$ cat src/rtl/mmio_uart_responder_pkg.sv
// Shared constants for the MMIO UART responder: region select, register offsets
// and STATUS bit positions.
package mmio_uart_responder_pkg;

  localparam logic [3:0]  MMIO_REGION_DEFAULT = 4'h8;
  localparam int unsigned DWIDTH_DEFAULT      = 32;

  typedef enum logic [7:0] {
    OFF_STATUS    = 8'h00,
    OFF_RX_DATA   = 8'h04,
    OFF_TX_DATA   = 8'h08,
    OFF_CYCLE_CNT = 8'h10,
    OFF_INST_CNT  = 8'h14,
    OFF_CNT_RESET = 8'h18
  } mmio_off_e;

  localparam int unsigned STATUS_TX_EMPTY_BIT = 0;
  localparam int unsigned STATUS_RX_VALID_BIT = 1;

endpackage

$ cat src/rtl/mmio_uart_responder_if.sv
// CPU load/store port plus UART receiver/transmitter ready/valid signals.
interface mmio_uart_responder_if #(
  parameter int unsigned DWIDTH = 32
);
  logic [31:0]       addr;
  logic [DWIDTH-1:0] wdata;
  logic [3:0]        wbe;
  logic              rd_en;
  logic [DWIDTH-1:0] rdata;
  logic              inst_retired;
  logic [7:0]        rx_data;
  logic              rx_valid;
  logic              rx_ready;
  logic [7:0]        tx_data;
  logic              tx_valid;
  logic              tx_ready;

  modport master (
    output addr, wdata, wbe, rd_en, inst_retired, rx_data, rx_valid, tx_ready,
    input  rdata, rx_ready, tx_data, tx_valid
  );

  modport slave (
    input  addr, wdata, wbe, rd_en, inst_retired, rx_data, rx_valid, tx_ready,
    output rdata, rx_ready, tx_data, tx_valid
  );
endinterface

$ cat src/rtl/mmio_uart_responder_counters.sv
// Free-running cycle counter and retired-instruction counter with a shared
// synchronous clear that overrides the same cycle's increments.
module mmio_counters #(
  parameter int unsigned DWIDTH = 32
) (
  input  logic              clk,
  input  logic              rst,
  input  logic              clr_i,
  input  logic              cycle_inc_i,
  input  logic              inst_inc_i,
  output logic [DWIDTH-1:0] cycle_cnt_o,
  output logic [DWIDTH-1:0] inst_cnt_o
);
  logic [DWIDTH-1:0] cycle_q, cycle_d;
  logic [DWIDTH-1:0] inst_q, inst_d;

  always_comb begin
    cycle_d = cycle_q + {{(DWIDTH-1){1'b0}}, cycle_inc_i};
    inst_d  = inst_q + {{(DWIDTH-1){1'b0}}, inst_inc_i};
    if (clr_i) begin
      cycle_d = '0;
      inst_d  = '0;
    end
  end

  always_ff @(posedge clk) begin
    if (rst) begin
      cycle_q <= '0;
      inst_q  <= '0;
    end else begin
      cycle_q <= cycle_d;
      inst_q  <= inst_d;
    end
  end

  assign cycle_cnt_o = cycle_q;
  assign inst_cnt_o  = inst_q;
endmodule

$ cat src/rtl/mmio_uart_responder.sv
// MMIO target for region addr[31:28]==MMIO_REGION: UART bridge, counters and a
// registered read port with one-cycle latency.
module mmio_uart_responder
  import mmio_uart_responder_pkg::*;
#(
  parameter logic [3:0]  MMIO_REGION = MMIO_REGION_DEFAULT,
  parameter int unsigned DWIDTH      = DWIDTH_DEFAULT
) (
  input  logic                  clk,
  input  logic                  rst,
  mmio_uart_responder_if.slave  bus
);
  logic              hit, wr;
  logic [7:0]        off;
  logic [DWIDTH-1:0] rd_val;
  logic [DWIDTH-1:0] rdata_q, rdata_d;
  logic              tx_valid_q, tx_valid_d;
  logic [7:0]        tx_data_q, tx_data_d;
  logic              tx_fire, tx_wr, cnt_clr;
  logic [DWIDTH-1:0] cycle_cnt, inst_cnt;
  logic              unused_bits;

  assign hit     = (bus.addr[31:28] == MMIO_REGION);
  assign off     = bus.addr[7:0];
  assign wr      = hit & (|bus.wbe);
  assign tx_fire = tx_valid_q & bus.tx_ready;
  assign tx_wr   = wr & bus.wbe[0] & (off == OFF_TX_DATA);
  assign cnt_clr = wr & (off == OFF_CNT_RESET);

  assign unused_bits = ^{bus.addr[27:8], bus.wdata[DWIDTH-1:8]};

  // Receiver pops on the same edge that captures RX_DATA into rdata.
  assign bus.rx_ready = !rst & bus.rd_en & hit & (off == OFF_RX_DATA);

  mmio_counters #(.DWIDTH(DWIDTH)) u_cnt (
    .clk         (clk),
    .rst         (rst),
    .clr_i       (cnt_clr),
    .cycle_inc_i (1'b1),
    .inst_inc_i  (bus.inst_retired),
    .cycle_cnt_o (cycle_cnt),
    .inst_cnt_o  (inst_cnt)
  );

  always_comb begin
    rd_val = '0;
    case (off)
      OFF_STATUS: begin
        rd_val[STATUS_RX_VALID_BIT] = bus.rx_valid;
        rd_val[STATUS_TX_EMPTY_BIT] = !tx_valid_q;
      end
      OFF_RX_DATA:   rd_val[7:0] = bus.rx_data;
      OFF_CYCLE_CNT: rd_val = cycle_cnt;
      OFF_INST_CNT:  rd_val = inst_cnt;
      default:       rd_val = '0;
    endcase
  end

  always_comb begin
    rdata_d    = rdata_q;
    tx_valid_d = tx_valid_q;
    tx_data_d  = tx_data_q;
    if (bus.rd_en) rdata_d = hit ? rd_val : '0;
    // A fire frees the slot in the same cycle, so a coincident write still lands.
    if (tx_fire) tx_valid_d = 1'b0;
    if (tx_wr && (!tx_valid_q || tx_fire)) begin
      tx_valid_d = 1'b1;
      tx_data_d  = bus.wdata[7:0];
    end
  end

  always_ff @(posedge clk) begin
    if (rst) begin
      rdata_q    <= '0;
      tx_valid_q <= 1'b0;
      tx_data_q  <= '0;
    end else begin
      rdata_q    <= rdata_d;
      tx_valid_q <= tx_valid_d;
      tx_data_q  <= tx_data_d;
    end
  end

  assign bus.rdata    = rdata_q;
  assign bus.tx_valid = tx_valid_q;
  assign bus.tx_data  = tx_data_q;
endmodule

$ cat src/flat_wrapper.sv
// flat-port wrapper written by rule: the top's interface ports become plain ports
module mmio_uart_responder_flat import mmio_uart_responder_pkg::*;
#(
  parameter logic [3:0]  MMIO_REGION = MMIO_REGION_DEFAULT,
  parameter int unsigned DWIDTH      = DWIDTH_DEFAULT
)
  (clk, rst, bus_addr, bus_wdata, bus_wbe, bus_rd_en, bus_inst_retired, bus_rx_data, bus_rx_valid, bus_tx_ready, bus_rdata, bus_rx_ready, bus_tx_data, bus_tx_valid);
  mmio_uart_responder_if #(.DWIDTH(DWIDTH)) bus_i ();
  input  logic clk;
  input  logic rst;
  input wire logic [$bits(bus_i.addr)-1:0] bus_addr;
  input wire logic [$bits(bus_i.wdata)-1:0] bus_wdata;
  input wire logic [$bits(bus_i.wbe)-1:0] bus_wbe;
  input wire logic [$bits(bus_i.rd_en)-1:0] bus_rd_en;
  input wire logic [$bits(bus_i.inst_retired)-1:0] bus_inst_retired;
  input wire logic [$bits(bus_i.rx_data)-1:0] bus_rx_data;
  input wire logic [$bits(bus_i.rx_valid)-1:0] bus_rx_valid;
  input wire logic [$bits(bus_i.tx_ready)-1:0] bus_tx_ready;
  output wire logic [$bits(bus_i.rdata)-1:0] bus_rdata;
  output wire logic [$bits(bus_i.rx_ready)-1:0] bus_rx_ready;
  output wire logic [$bits(bus_i.tx_data)-1:0] bus_tx_data;
  output wire logic [$bits(bus_i.tx_valid)-1:0] bus_tx_valid;
  assign bus_i.addr = bus_addr;
  assign bus_i.wdata = bus_wdata;
  assign bus_i.wbe = bus_wbe;
  assign bus_i.rd_en = bus_rd_en;
  assign bus_i.inst_retired = bus_inst_retired;
  assign bus_i.rx_data = bus_rx_data;
  assign bus_i.rx_valid = bus_rx_valid;
  assign bus_i.tx_ready = bus_tx_ready;
  assign bus_rdata = bus_i.rdata;
  assign bus_rx_ready = bus_i.rx_ready;
  assign bus_tx_data = bus_i.tx_data;
  assign bus_tx_valid = bus_i.tx_valid;
  mmio_uart_responder #(.MMIO_REGION(MMIO_REGION), .DWIDTH(DWIDTH)) u_core (.clk(clk), .rst(rst), .bus(bus_i));
endmodule
$ cat config.mk
export PLATFORM = sky130hd
export DESIGN_NAME = mmio_uart_responder_flat
export DESIGN_NICKNAME = d
export VERILOG_FILES = /design/src/rtl/mmio_uart_responder_pkg.sv /design/src/rtl/mmio_uart_responder_if.sv /design/src/rtl/mmio_uart_responder_counters.sv /design/src/rtl/mmio_uart_responder.sv /design/src/flat_wrapper.sv
export SDC_FILE = /design/constraint.sdc
export NUM_CORES = 1
export LEC_CHECK = 0
export CORE_MARGIN = 8
export CORE_UTILIZATION = 51
export CTS_BUF_LIST = sky130_fd_sc_hd__clkbuf_8
export DETAILED_ROUTE_END_ITERATION = 10
export MAX_ROUTING_LAYER = met4
export PLACE_DENSITY = 0.91
export SLEW_MARGIN = 20
export SYNTH_ARGS = -nofsm -noshare
export SYNTH_HDL_FRONTEND = slang
export SYNTH_SLANG_ARGS = --single-unit
$ cat constraint.sdc
create_clock -name clk -period 2.5 [get_ports clk]
set_input_delay 0.25 -clock clk [delete_from_list [all_inputs] [get_ports clk]]
set_output_delay 0.25 -clock clk [all_outputs]
set_load 0.1 [all_outputs]
Word-level counts from Yosys, hierarchy flattened
Index checks and enable logic that the tools add are counted.
- register bits: 105
- bits of input ports: 82
- output and inout bits: 42
- logic and storage cells: 35
- add/subtract/negate cells: 2
- eq/ne operators: 6
- multiplexer cells: 6
- bitwise operators: 8
- reduce and logical (&&, ||, !) cells: 8
- operators with widths (operator ; number):
    $pmux W24 S2 ; 1
    $add A32 B1 Y32 ; 1
    $add A32 B1 Y32 const B ; 1
    $mux W32 ; 1
    $eq A8 B5 Y1 const B ; 3
    $pmux W6 S3 ; 1
    $and A1 B1 Y1 ; 8
    $eq A8 B3 Y1 const B ; 1
    $eq A8 B4 Y1 const B ; 1
    $logic_not A8 Y1 ; 1
    $pmux W2 S4 ; 1
    $eq A4 B4 Y1 const B ; 1
    $reduce_or A4 Y1 ; 1
    $logic_not A1 Y1 ; 2
    $mux W1 ; 2
    $reduce_bool A2 Y1 ; 1
    $reduce_or A2 Y1 ; 1
    $logic_and A1 B1 Y1 ; 1
    $logic_or A1 B1 Y1 ; 1

Logic depth before layout (Yosys ltp)
- depth after elaboration: 6
- gate-level depth with buffers: 7
- gate-level depth less buffers: 6

By module
A second synthesis with hierarchy kept.
- cells, all modules: 551
- area total of the unflattened synthesis: 4917.2 µm²
- modules (own cells, without submodules) (module ; times used ; cells an instance ; area an instance (µm²) ; seq. area each (µm²)):
    mmio_counters ; 1 ; 343 ; 2942.8 ; 1281.2
    mmio_uart_responder ; 1 ; 208 ; 1974.4 ; 820.8

Least setup slack after synthesis
No wires, ideal clock.
- path kind: input port to output port
- from: input bus_addr[29]
- to: output bus_rx_ready
- arrival time: 2.067 ns
- data required time: 2.250 ns
- setup slack: 0.183 ns
- stages on the path: 4
- path buffers: 1
- path through: or4b_1 > nor4_1 > buf_2 > and3b_1
- longest elaborated chain between the ends: 3
- RTL lines (item ; RTL line ; RTL):
    start: declaration ; flat_wrapper.sv:11 ; input wire logic [$bits(bus_i.addr)-1:0] bus_addr;
    $eq A4 B4 Y1 ; mmio_uart_responder.sv:23 ; assign hit = (bus.addr[31:28] == MMIO_REGION);
    $and A1 B1 Y1 (2 in series) ; mmio_uart_responder.sv:33 ; assign bus.rx_ready = !rst & bus.rd_en & hit & (off == OFF_RX_DATA);
    end: declaration ; flat_wrapper.sv:20 ; output wire logic [$bits(bus_i.rx_ready)-1:0] bus_rx_ready;
No other way between the ends.

Worst setup path after layout
- from: input bus_rd_en
- to: output bus_rx_ready
- longest elaborated chain between the ends: 3
- RTL lines (item ; RTL line ; RTL):
    start: declaration ; flat_wrapper.sv:14 ; input wire logic [$bits(bus_i.rd_en)-1:0] bus_rd_en;
    $and A1 B1 Y1 (3 in series) ; mmio_uart_responder.sv:33 ;
No other way between the ends.

==> reports/qor.yml <==
run_status:
  status: "finished, final reports clean"
yosys:
  synth-edff-count: 0
  synthFlopType: "dfxtp_1"
  synth_area_per_cell_um2: 8.44
  syn_nets: 660
  syn-cell-area_um2: 4850
  async_flop_share_pct: 0
  ys_seq_area_share_pct: 43.3
  syn_inst: 575
  yosysWarnings: 0
  synth-seq-cells: 105
  yosysUniqueCellTypes: 45
cells_and_area:
  fin_area_um2: 5880
  syn2layout_area_growth_pct: 21.1
  final_cell_mix: "dfxtp_1 (105), buf_4 (59), nand2_1 (56)"
  drive_gt1_share_pct: 16.0
  antenna_cells: 0
  layout_commonest_cell: "dfxtp_1"
  fin_nets: 731
  layout.cells.non_filler: 780
clock_network:
  htreeDepth: 3
  cts-root-buf: "clkbuf_8"
  postCtsSetupBuffers: 0
  clk_path_buf_depth: 2
  cts_made_buffers: 9
  clk_latency_ns: 0.37
  postCtsHoldBufs: 0
  path_clk_slew_ns: 0.10
  cts_tree: "built"
  cts_sinks: 105
  cts_resized: 0
power_and_ir_drop:
  power_density_nw_per_um2: 478
  p_leak_nw: 1.96
  ir_drop_uv: 254
  p_total_mw: 2.81
sta:
  grt_setup_unrepaired: "no"
  fin_crit_ns: 2.37
  finalClockSkew_ns: 0.0119
  worstMarginPinSlew_ns: 0.590
  slew_headroom_pct: 60.3
  setup_ws_ns: 0.135
  setup_viol: 0
  fmax_ghz: 0.423
  setup_tns_ns: 0
  slew_viol_final: 0
  period_share_pct: 94.6
  timing_hold_violations_final: 0
routing:
  num_vias: 4705
  wl_mm: 13.5
  wl_per_cell_um: 17.3
  drt_pass1_iterations: 5
  drtIter0Drc: 343
  vias_per_cell: 6.03
  detail-route-antenna-nets: 0
  remaining_drc_errors: 0
worst_setup_path:
  cp-end-kind: "output pin"
  required_ns: 2.25
  worstPathArrival_ns: 2.12
  worstPathMaxFanout: 4
  crit_path_start_kind: "primary input"
  critical_path_class: "in2out"
job:
  drv_cap: 0
placed_design:
  dpl_cell_area_um2: 5710
  pre_cts_ws_ns: -0.0689
  place_congestion: 0.874
  post-place-cells: 764
  port_buffers: 79
  dp_hpwl_mm: 9.75
floorplanning:
  ios: 124
  fp.dieH_um: 114
  dieArea_um2: 12900
  start_util_pct: 52.5
  core_area_um2: 9240
  die_x_um: 114
  num_rows: 35
min_path:
  min_path_type: "in2reg"
global_route:
  antenna_found_initial: 0
  grt_max_degree: 65
  grt_pass1_wl_mm: 21.9
  grt_usage_pct: 21.1
  overflow: 0
  grt_pass1_vias: 4492
sequential cells by signal, indices dropped and copies added, names as in the netlist:
name / flops
u_core.bus.rdata: 32
u_core.bus.tx_data: 8
u_core.bus.tx_valid: 1
u_core.u_cnt.cycle_cnt_o: 32
u_core.u_cnt.inst_cnt_o: 32
cell type report:
class,instances,area [µm²]
clock buffers,9,124
clock inverters,7,46.3
fillers,731,3360
inverters,28,105
multi-input cells,404,2490
flip-flops and latches,105,2100
well taps,129,161
repair buffers,98,853
through the flow:
stage / hold WS (ns) / utilization (%)
after floorplan: 0.404 / -
after global placement: 0.434 / 61.8
after detailed placement: 0.440 / 61.8
after CTS: 0.438 / 63.6
after global routing: 0.442 / 63.6
final: 0.446 / 63.6
metal layers:
metal  share of wire [%]  vias up  wire (µm)  track usage (%)
li1                    -     2240          -                -
met1                  41     2251       5470             24.8
met2                  52      184       7010             35.9
met3                 5.2       30        696             2.59
met4                 2.2        0        290             8.44
met5                   0        -          0                -
report_power, final:
group | total (mW) | switching (mW) | internal [mW]
logic | 0.172 | 0.0819 | 0.0900
registers | 1.69 | 0.00816 | 1.68
clock network | 0.950 | 0.587 | 0.363
total | 2.81 | 0.677 | 2.13
synth_stat cells, types with 8 or more instances:
cell / instances / area [µm²]
and4_1: 8 / 70.1
nor2_1: 27 / 101
nand4_1: 25 / 156
or3_1: 19 / 119
nand2_1: 56 / 210
buf_2: 11 / 55.1
xor2_1: 15 / 131
o211ai_1: 20 / 150
mux2_2: 9 / 101
dfxtp_1: 105 / 2100
a21oi_1: 46 / 230
o21ai_0: 34 / 170
clkbuf_1: 24 / 90.1
inv_1: 28 / 105
or4_1: 22 / 165
nand3_1: 49 / 245
o31ai_1: 21 / 158
cell families after synthesis:
kind of cell               synth area share, %
DFF                                       43.3
AOI/OAI and AO/OA                         16.4
muxes                                     3.02
xor gates and xnor gates                  3.79
buffers and inverters                     5.62
and+or+nand+nor                           27.1
adders and majority gates                0.774
final timing paths:
| kind | from | end | slack, ns | cells past startpoint |
|---|---|---|---|---|
| min reg2reg | u_core.bus.rdata[8] | u_core.bus.rdata[8] | 0.45 | 2 |
| max reg2reg | u_core.u_cnt.inst_cnt_o[0] | u_core.u_cnt.inst_cnt_o[24] | 0.32 | 6 |
| min | bus_wdata[3] | u_core.bus.tx_data[3] | 0.45 | 3 |
| max | bus_rd_en | bus_rx_ready | 0.13 | 5 |
worst max-delay path, stage by stage:
cell             delay [ns]
clkdlybuf4s50_1        0.49
or3b_2                 0.46
nor4_2                 0.45
and3b_1                0.28
buf_12                 0.18
(Power assumes the default switching activity.)
